`config.mk`:
```
export PLATFORM = sky130hd
export DESIGN_NAME = tx_stream_rx
export DESIGN_NICKNAME = d
export VERILOG_FILES = /design/src/rtl/tx_stream_rx.sv
export SDC_FILE = /design/constraint.sdc
export NUM_CORES = 1
export LEC_CHECK = 0
export CORE_UTILIZATION = 45
export DETAILED_ROUTE_END_ITERATION = 7
export GPL_TIMING_DRIVEN = 0
export PLACE_DENSITY = 0.67
export SLEW_MARGIN = 10
export SYNTH_ARGS = -nofsm -noshare
export SYNTH_HDL_FRONTEND = slang
export SYNTH_SLANG_ARGS = --single-unit
```
`constraint.sdc`:
```
create_clock -name clk -period 6.4 [get_ports clk]
set_input_delay 0.64 -clock clk [delete_from_list [all_inputs] [get_ports clk]]
set_output_delay 0.64 -clock clk [all_outputs]
set_load 0.01 [all_outputs]
```
`src/rtl/tx_stream_rx.sv`:
```
// Receive endpoint for the CPU's 7-bit character stream: frames messages on
// 7'h00 / 7'h7F and queues payload characters in a first-word-fall-through FIFO.
module tx_stream_rx #(
  parameter  int DEPTH = 16,
  localparam int AW    = $clog2(DEPTH)
) (
  input  logic          clk,
  input  logic          reset,
  input  logic [6:0]    rx,
  input  logic          clr,
  input  logic          rd_en,
  output logic [6:0]    rd_data,
  output logic          empty,
  output logic          full,
  output logic [AW:0]   count,
  output logic          msg_active,
  output logic          msg_done,
  output logic          overflow
);

  typedef enum logic {
    IDLE = 1'b0,
    RECV = 1'b1
  } state_t;

  localparam logic [AW:0] FULL_COUNT = DEPTH[AW:0];

  state_t        state;
  logic [6:0]    rx_q;
  logic [6:0]    mem [DEPTH];
  logic [AW-1:0] wr_ptr;
  logic [AW-1:0] rd_ptr;

  logic is_open;
  logic is_close;
  logic is_payload;
  logic pop;
  logic push;
  logic drop;

  // Read side: rd_data is valid whenever empty is low; rd_en while empty is
  // ignored. A pop in the same cycle frees the slot a write needs when full.
  assign is_open    = (rx_q == 7'h00);
  assign is_close   = (rx_q == 7'h7F);
  assign is_payload = (state == RECV) && !is_open && !is_close;
  assign pop        = rd_en && !empty;
  assign push       = is_payload && (!full || pop);
  assign drop       = is_payload && full && !pop;

  assign empty      = (count == '0);
  assign full       = (count == FULL_COUNT);
  assign rd_data    = empty ? 7'h00 : mem[rd_ptr];
  assign msg_active = (state == RECV);

  always_ff @(posedge clk or negedge reset) begin
    if (!reset) begin
      rx_q     <= 7'h7F;
      state    <= IDLE;
      wr_ptr   <= '0;
      rd_ptr   <= '0;
      count    <= '0;
      msg_done <= 1'b0;
      overflow <= 1'b0;
    end else begin
      rx_q <= rx;
      if (clr) begin
        state    <= IDLE;
        wr_ptr   <= '0;
        rd_ptr   <= '0;
        count    <= '0;
        msg_done <= 1'b0;
        overflow <= 1'b0;
      end else begin
        msg_done <= 1'b0;
        case (state)
          IDLE: if (is_open) state <= RECV;
          RECV: begin
            if (is_close) begin
              state    <= IDLE;
              msg_done <= 1'b1;
            end
          end
          default: state <= IDLE;
        endcase
        if (push) wr_ptr <= wr_ptr + 1'b1;
        if (pop)  rd_ptr <= rd_ptr + 1'b1;
        if (push && !pop)      count <= count + 1'b1;
        else if (!push && pop) count <= count - 1'b1;
        if (drop) overflow <= 1'b1;
      end
    end
  end

  // Storage needs no reset: rd_data is masked while empty.
  always_ff @(posedge clk) begin
    if (push && !clr) mem[wr_ptr] <= rx_q;
  end

endmodule

```
# ---- After elaboration in Yosys (flattened, before gate mapping)
# Memory sizes are Yosys's and may differ from the RTL's.
# Index checks and enable logic that the tools add are counted.
dict set report totals {
  input_bits 11
  register_bits 23
  elab_cells 57
  ram_bits 112
  n_memories 1
}
# memory depth word_bits rd rd_ports_with_merged_regs write_ports line
set mem_list {}
lappend mem_list {mem 16 7 1 0 1 30} ;# logic [6:0] mem [DEPTH];
dict set report op_classes {
  n_bitwise 1
  n_addsub 4
  muxes 19
  reduce_logical 23
  eq_ne 2
}
# operator n
set op_table {}
lappend op_table {{$mux 4} 4}
lappend op_table {{$mux 5} 3}
lappend op_table {{$mux 1} 10}
lappend op_table {{$logic_and 1x1->1} 9}
lappend op_table {{$add 4x1->4 const B} 2}
lappend op_table {{$eq 7x7->1 const B} 1}
lappend op_table {{$logic_not 1->1} 7}
lappend op_table {{$logic_not 7->1} 1}
lappend op_table {{$mux 7} 1}
lappend op_table {{$reduce_bool 2->1} 3}
lappend op_table {{$add 5x1->5 const B} 1}
lappend op_table {{$eq 5x5->1 const B} 1}
lappend op_table {{$logic_not 5->1} 1}
lappend op_table {{$sub 5x1->5 const B} 1}
lappend op_table {{$reduce_bool 3->1} 1}
lappend op_table {{$pmux 1 s2} 1}
lappend op_table {{$logic_or 1x1->1} 1}
lappend op_table {{$not 1->1} 1}

# ---- Depth between registers and ports, before layout
dict set report logic_depth {
  word_depth 10
  depth_mapped 8
  ltp_nobuf 8
}

# ---- Worst setup path before layout
# OpenSTA, ideal clock, no wires.
dict set report synth_timing {
  kind {register -> register}
  start {reg count[1]}
  end {reg count[4]}
  setup_ns 0.128
  t_required_ns 6.272
  n_path_buf 0
  period_less_slack_ns 2.892
  t_arrival_ns 2.764
  slack_ns 3.508
  stages_incl_launch_ff 9
  path_cell_list {dfrtp_1 -> or4_4 -> o21ai_4 -> nand4_4 -> fa_1 -> a21o_1 -> a21oi_1 -> mux2i_1 -> mux2_1}
}
dict set report synth_via {
  elab_chain_len 8
  elab_cells_between_ends 17
  classes_between {add/sub: 2; eq/ne: 1; mux: 3; reduce/logical: 11}
}
# item line
set synth_lines {}
lappend synth_lines {{start, declared} 15} ;# output logic [AW:0] count,
lappend synth_lines {{start signal, assigned} 87} ;# if (push && !pop) count <= count + 1'b1;
lappend synth_lines {{start signal, assigned} 88} ;# else if (!push && pop) count <= count - 1'b1;
lappend synth_lines {{branches (longest 8 deep; another with $sub 5x1->5)} --}
# Parallel ways; which one is timed is not known. The select of a mux whose other input is x is not followed.
# A chain may end at the register's enable or synchronous reset.

# ---- Worst setup path in the final report
dict set report layout_timing {
  start {reg rd_ptr[1]}
  end {out rd_data[5]}
}
dict set report layout_via {
  elab_chain_len 2
}
# item line
set layout_lines {}
lappend layout_lines {{start, declared} 32} ;# logic [AW-1:0] rd_ptr;
lappend layout_lines {{start signal, assigned} 86} ;# if (pop) rd_ptr <= rd_ptr + 1'b1;
lappend layout_lines {{$mem_v2 16x7} --}
lappend layout_lines {{$mux 7} 52} ;# assign rd_data = empty ? 7'h00 : mem[rd_ptr];
lappend layout_lines {{end, declared} 12} ;# output logic [6:0] rd_data,
# No other way between the ends.

==> summary.md <==
| Metric | Value |
|---|---|
| Status | `complete, no violations` |
| Crit-path cells | `clkbuf_1 > mux4_2 > mux4_2 > nor2b_1 > clkdlybuf4s50_1` |
| Tmin final | `3.569 ns` |
| Uppermost layer routed | `met4` |
| Worst Hold Class | `register to register` |
| Hpwl dp | `6960 um` |
| Mapped Cells | `291` |
| Starting density of the core | `46.20%` |
| Final setup fails | `0` |
| Met2 wire len | `5401 um` |
| Net count after synthesis | `312` |
| Final std cells w/o fill | `518` |
| Initial antenna violation count | `0` |
| Seq pwr share | `38.9%` |
| Post-route ant nets | `0` |
| Ys async rst share | `17.04%` |
| Max-cap violation count | `0` |
| Routed length per placed instance | `21.20 um` |
| Vias in the first global route | `2960` |
| Main flop type after synthesis | `edfxtp_1` |
| Clk_lat worst skew | `0.41 ns` |
| I/O pins | `28` |
| I/O Buffers | `27` |
| Post-synth top area share | `60.35%` |
| Worst vdd ir | `0.2114 mV` |
| Setup CP Type | `register to primary output` |
| Row Count | `40` |
| Inst Count DP | `486` |
| Vias/cell | `5.463` |
| Die area | `0.01283 sq mm` |
| Fin. max-slew vios | `0` |
| Design area | `0.006658 sq mm` |
| Post-synth EDFFs | `112` |
| Final WL | `10980 um` |
| DRT Pass-1 Iters | `4` |
| Crit-path max FO | `10` |
| CP Launch Type | `register` |
| Sw Share | `26.49%` |
| Seq/Total Area, Yosys | `70.84%` |
| Core area | `0.01206 sq mm` |
| Max-slew headroom | `25.97%` |
| Internal power | `1934 uW` |
| Hold-fix buffers at CTS | `0` |
| Part of the power in the clock network | `37.3%` |
| Delay-heaviest family, CP | `buffers and inverters` |
| First-pass GRT wire length | `16990 um` |
| Synth area leader | `edfxtp_1` |
| Vias | `2830` |
| RSZ-0062 raised after global routing | `no` |
| Yosys cell types | `42` |
| Critical path buffers and inverters | `2` |
| Tot GR Track Use | `18.93%` |
| TritonCTS Buffers | `17` |
| Setup TNS Final | `0 ns` |
| Die width | `113.3 um` |
| Largest net degree at the start of global routing | `24` |
| Comb pwr share | `23.8%` |
| Worst Skew | `0.007639 ns` |
| CTS tree | `built` |
| Hold Vio Cnt, Final | `0` |
| Yosys reg bits | `135` |
| Die height | `113.3 um` |
| Syn. warnings | `0` |
| Crit. End Element | `primary output` |
| Layout cells sized above 1 | `24.29%` |
| Area Growth Syn to Fin | `19.47%` |
| Cell Area, Synth | `0.005573 sq mm` |
| Placer Congestion | `0.7440` |
| Pleak | `0.002235 uW` |
| Synth Area per Inst | `19.15 sq um` |
| ANT cells | `0` |
| Power density cells | `395.3 mW/mm^2` |
| Highest clock rate | `280.2 MHz` |
| Bufs on Longest Clock Path | `2` |
| CTS clk-pin slew, worst paths | `0.06 ns` |
| DR DRC count | `0` |
| Tcrit/Tclk final | `55.76%` |
| Number of DRC markers in iteration 0 | `249` |
| Max incr delay on CP | `0.52 ns` |
| # Post-CTS Setup Buffers | `0` |
| NetSw | `697.2 uW` |
| Most numerous cell in the Yosys netlist | `edfxtp_1` |
| Worst-margin pin slew | `1.107 ns` |
| Cell mode on critical path | `mux4_2` |
| CP required | `5.76 ns` |
| Met1 WL | `5022 um` |
| Met3 wire length | `394 um` |
| Nets | `358` |
| Post-cts repair resize count | `0` |
| Grt total ovfl | `0` |
| Post-synth top cells | `112 x edfxtp_1, 35 x mux4_2, 16 x dfrtp_1, 14 x and3_1, 11 x nor2b_1` |
| Clk root buf | `clkbuf_16` |
| CP arrival | `2.93 ns` |
| Slowest cell on crit path | `clkbuf_1` |
| Sinks on Clock Net | `135` |
| Ranking of synthesized cells by area | `edfxtp_1 60%, mux4_2 14%, dfrtp_1 7.2%` |
| Placed inst area | `0.006053 sq mm` |
| H-tree depth | `4` |
layout make-up:
class	count	area (sq um)
Multi-Input combinational cell	140	1554
Clock buffer	19	432.9
Buffer	12	56.30
Clock inverter	13	171.4
Sequential cell	135	3948
Tap cell	168	210.2
Inverter	4	15.01
Timing Repair Buffer	27	270.3
Fill cell	969	5404
power by group through the flow:
stage                     registers, uW  clock network, uW  logic, uW
final                              1020                982        627
after global routing               1030               1030        683
after CTS                          1020                992        639
after detailed placement           1040                  0        637
after global placement             1040                  0        629
after floorplan                    1030                  0        407
path summary, 6_finish.rpt:
kind                            startpoint          to  slack, ns  depth (start not counted)
worst max-delay path             rd_ptr[1]  rd_data[5]       2.83                          5
worst min-delay path              overflow    overflow       0.52                          2
worst max register to register    count[1]    count[4]       3.29                          8
worst min register to register    overflow    overflow       0.52                          2
max in group asynchronous            reset    msg_done       4.91                          1
min in group asynchronous            reset    count[2]       0.82                          1
sequential cells by signal, indices dropped and copies added, names as in the netlist:
signal,flops
count,5
wr_ptr,4
msg_active,1
msg_done,1
rd_ptr,4
overflow,1
rx_q,7
mem,112
layout by cell type (no fill, tap or decap), types with 3 or more instances in the layout:
master / instances
clkinv_4: 4
nor2_1: 10
o21ai_0: 3
edfxtp_1: 112
dfrtp_1: 16
inv_6: 3
clkdlybuf4s50_1: 27
buf_2: 3
inv_1: 4
nor2b_1: 11
xnor2_1: 4
mux4_2: 35
bufinv_16: 3
ha_1: 9
dfstp_2: 7
nand2_1: 4
clkbuf_1: 10
clkbuf_16: 17
a21oi_1: 7
nand4b_1: 3
and3_1: 14
nand3_1: 6
nor4_1: 3
worst register-to-register path, delay by kind of cell, from the launching register on:
family                   cells  cell delay, ns
AO/OA/AOI/OAI                3            0.64
adder cells (fa/ha/maj)      1            0.48
flip-flops                   1            0.47
multiplexers                 2            0.56
AND/OR/NAND/NOR              2            0.84
logic make-up after synthesis:
family                   synth area share [%]
multiplexers                            14.71
buffers and inverters                   1.280
flip-flops                              70.84
AND/OR/NAND/NOR                         7.522
adder cells (fa/ha/maj)                 2.380
AO/OA/AOI/OAI                           2.335
XOR/XNOR                               0.9430
routing by layer:
layer / track usage [%] / up-vias
met1: 25.62 / 1477
li1: - / 1268
met5: 0 / -
met4: 6.842 / 0
met2: 30.22 / 69
met3: 4.392 / 16
through the flow:
step | util, % | setup slack, ns | hold slack [ns] | power [uW]
after CTS | 55.20 | 2.779 | 0.5195 | 2655
after floorplan | - | 3.508 | 0.3444 | 1438
final | 55.20 | 2.831 | 0.5167 | 2632
after detailed placement | 50.19 | 3.157 | 0.4915 | 1678
after global routing | 55.20 | 2.700 | 0.5739 | 2740
after global placement | 50.19 | 3.200 | 0.5066 | 1666
No activity file was read; power rests on OpenSTA's default activity.
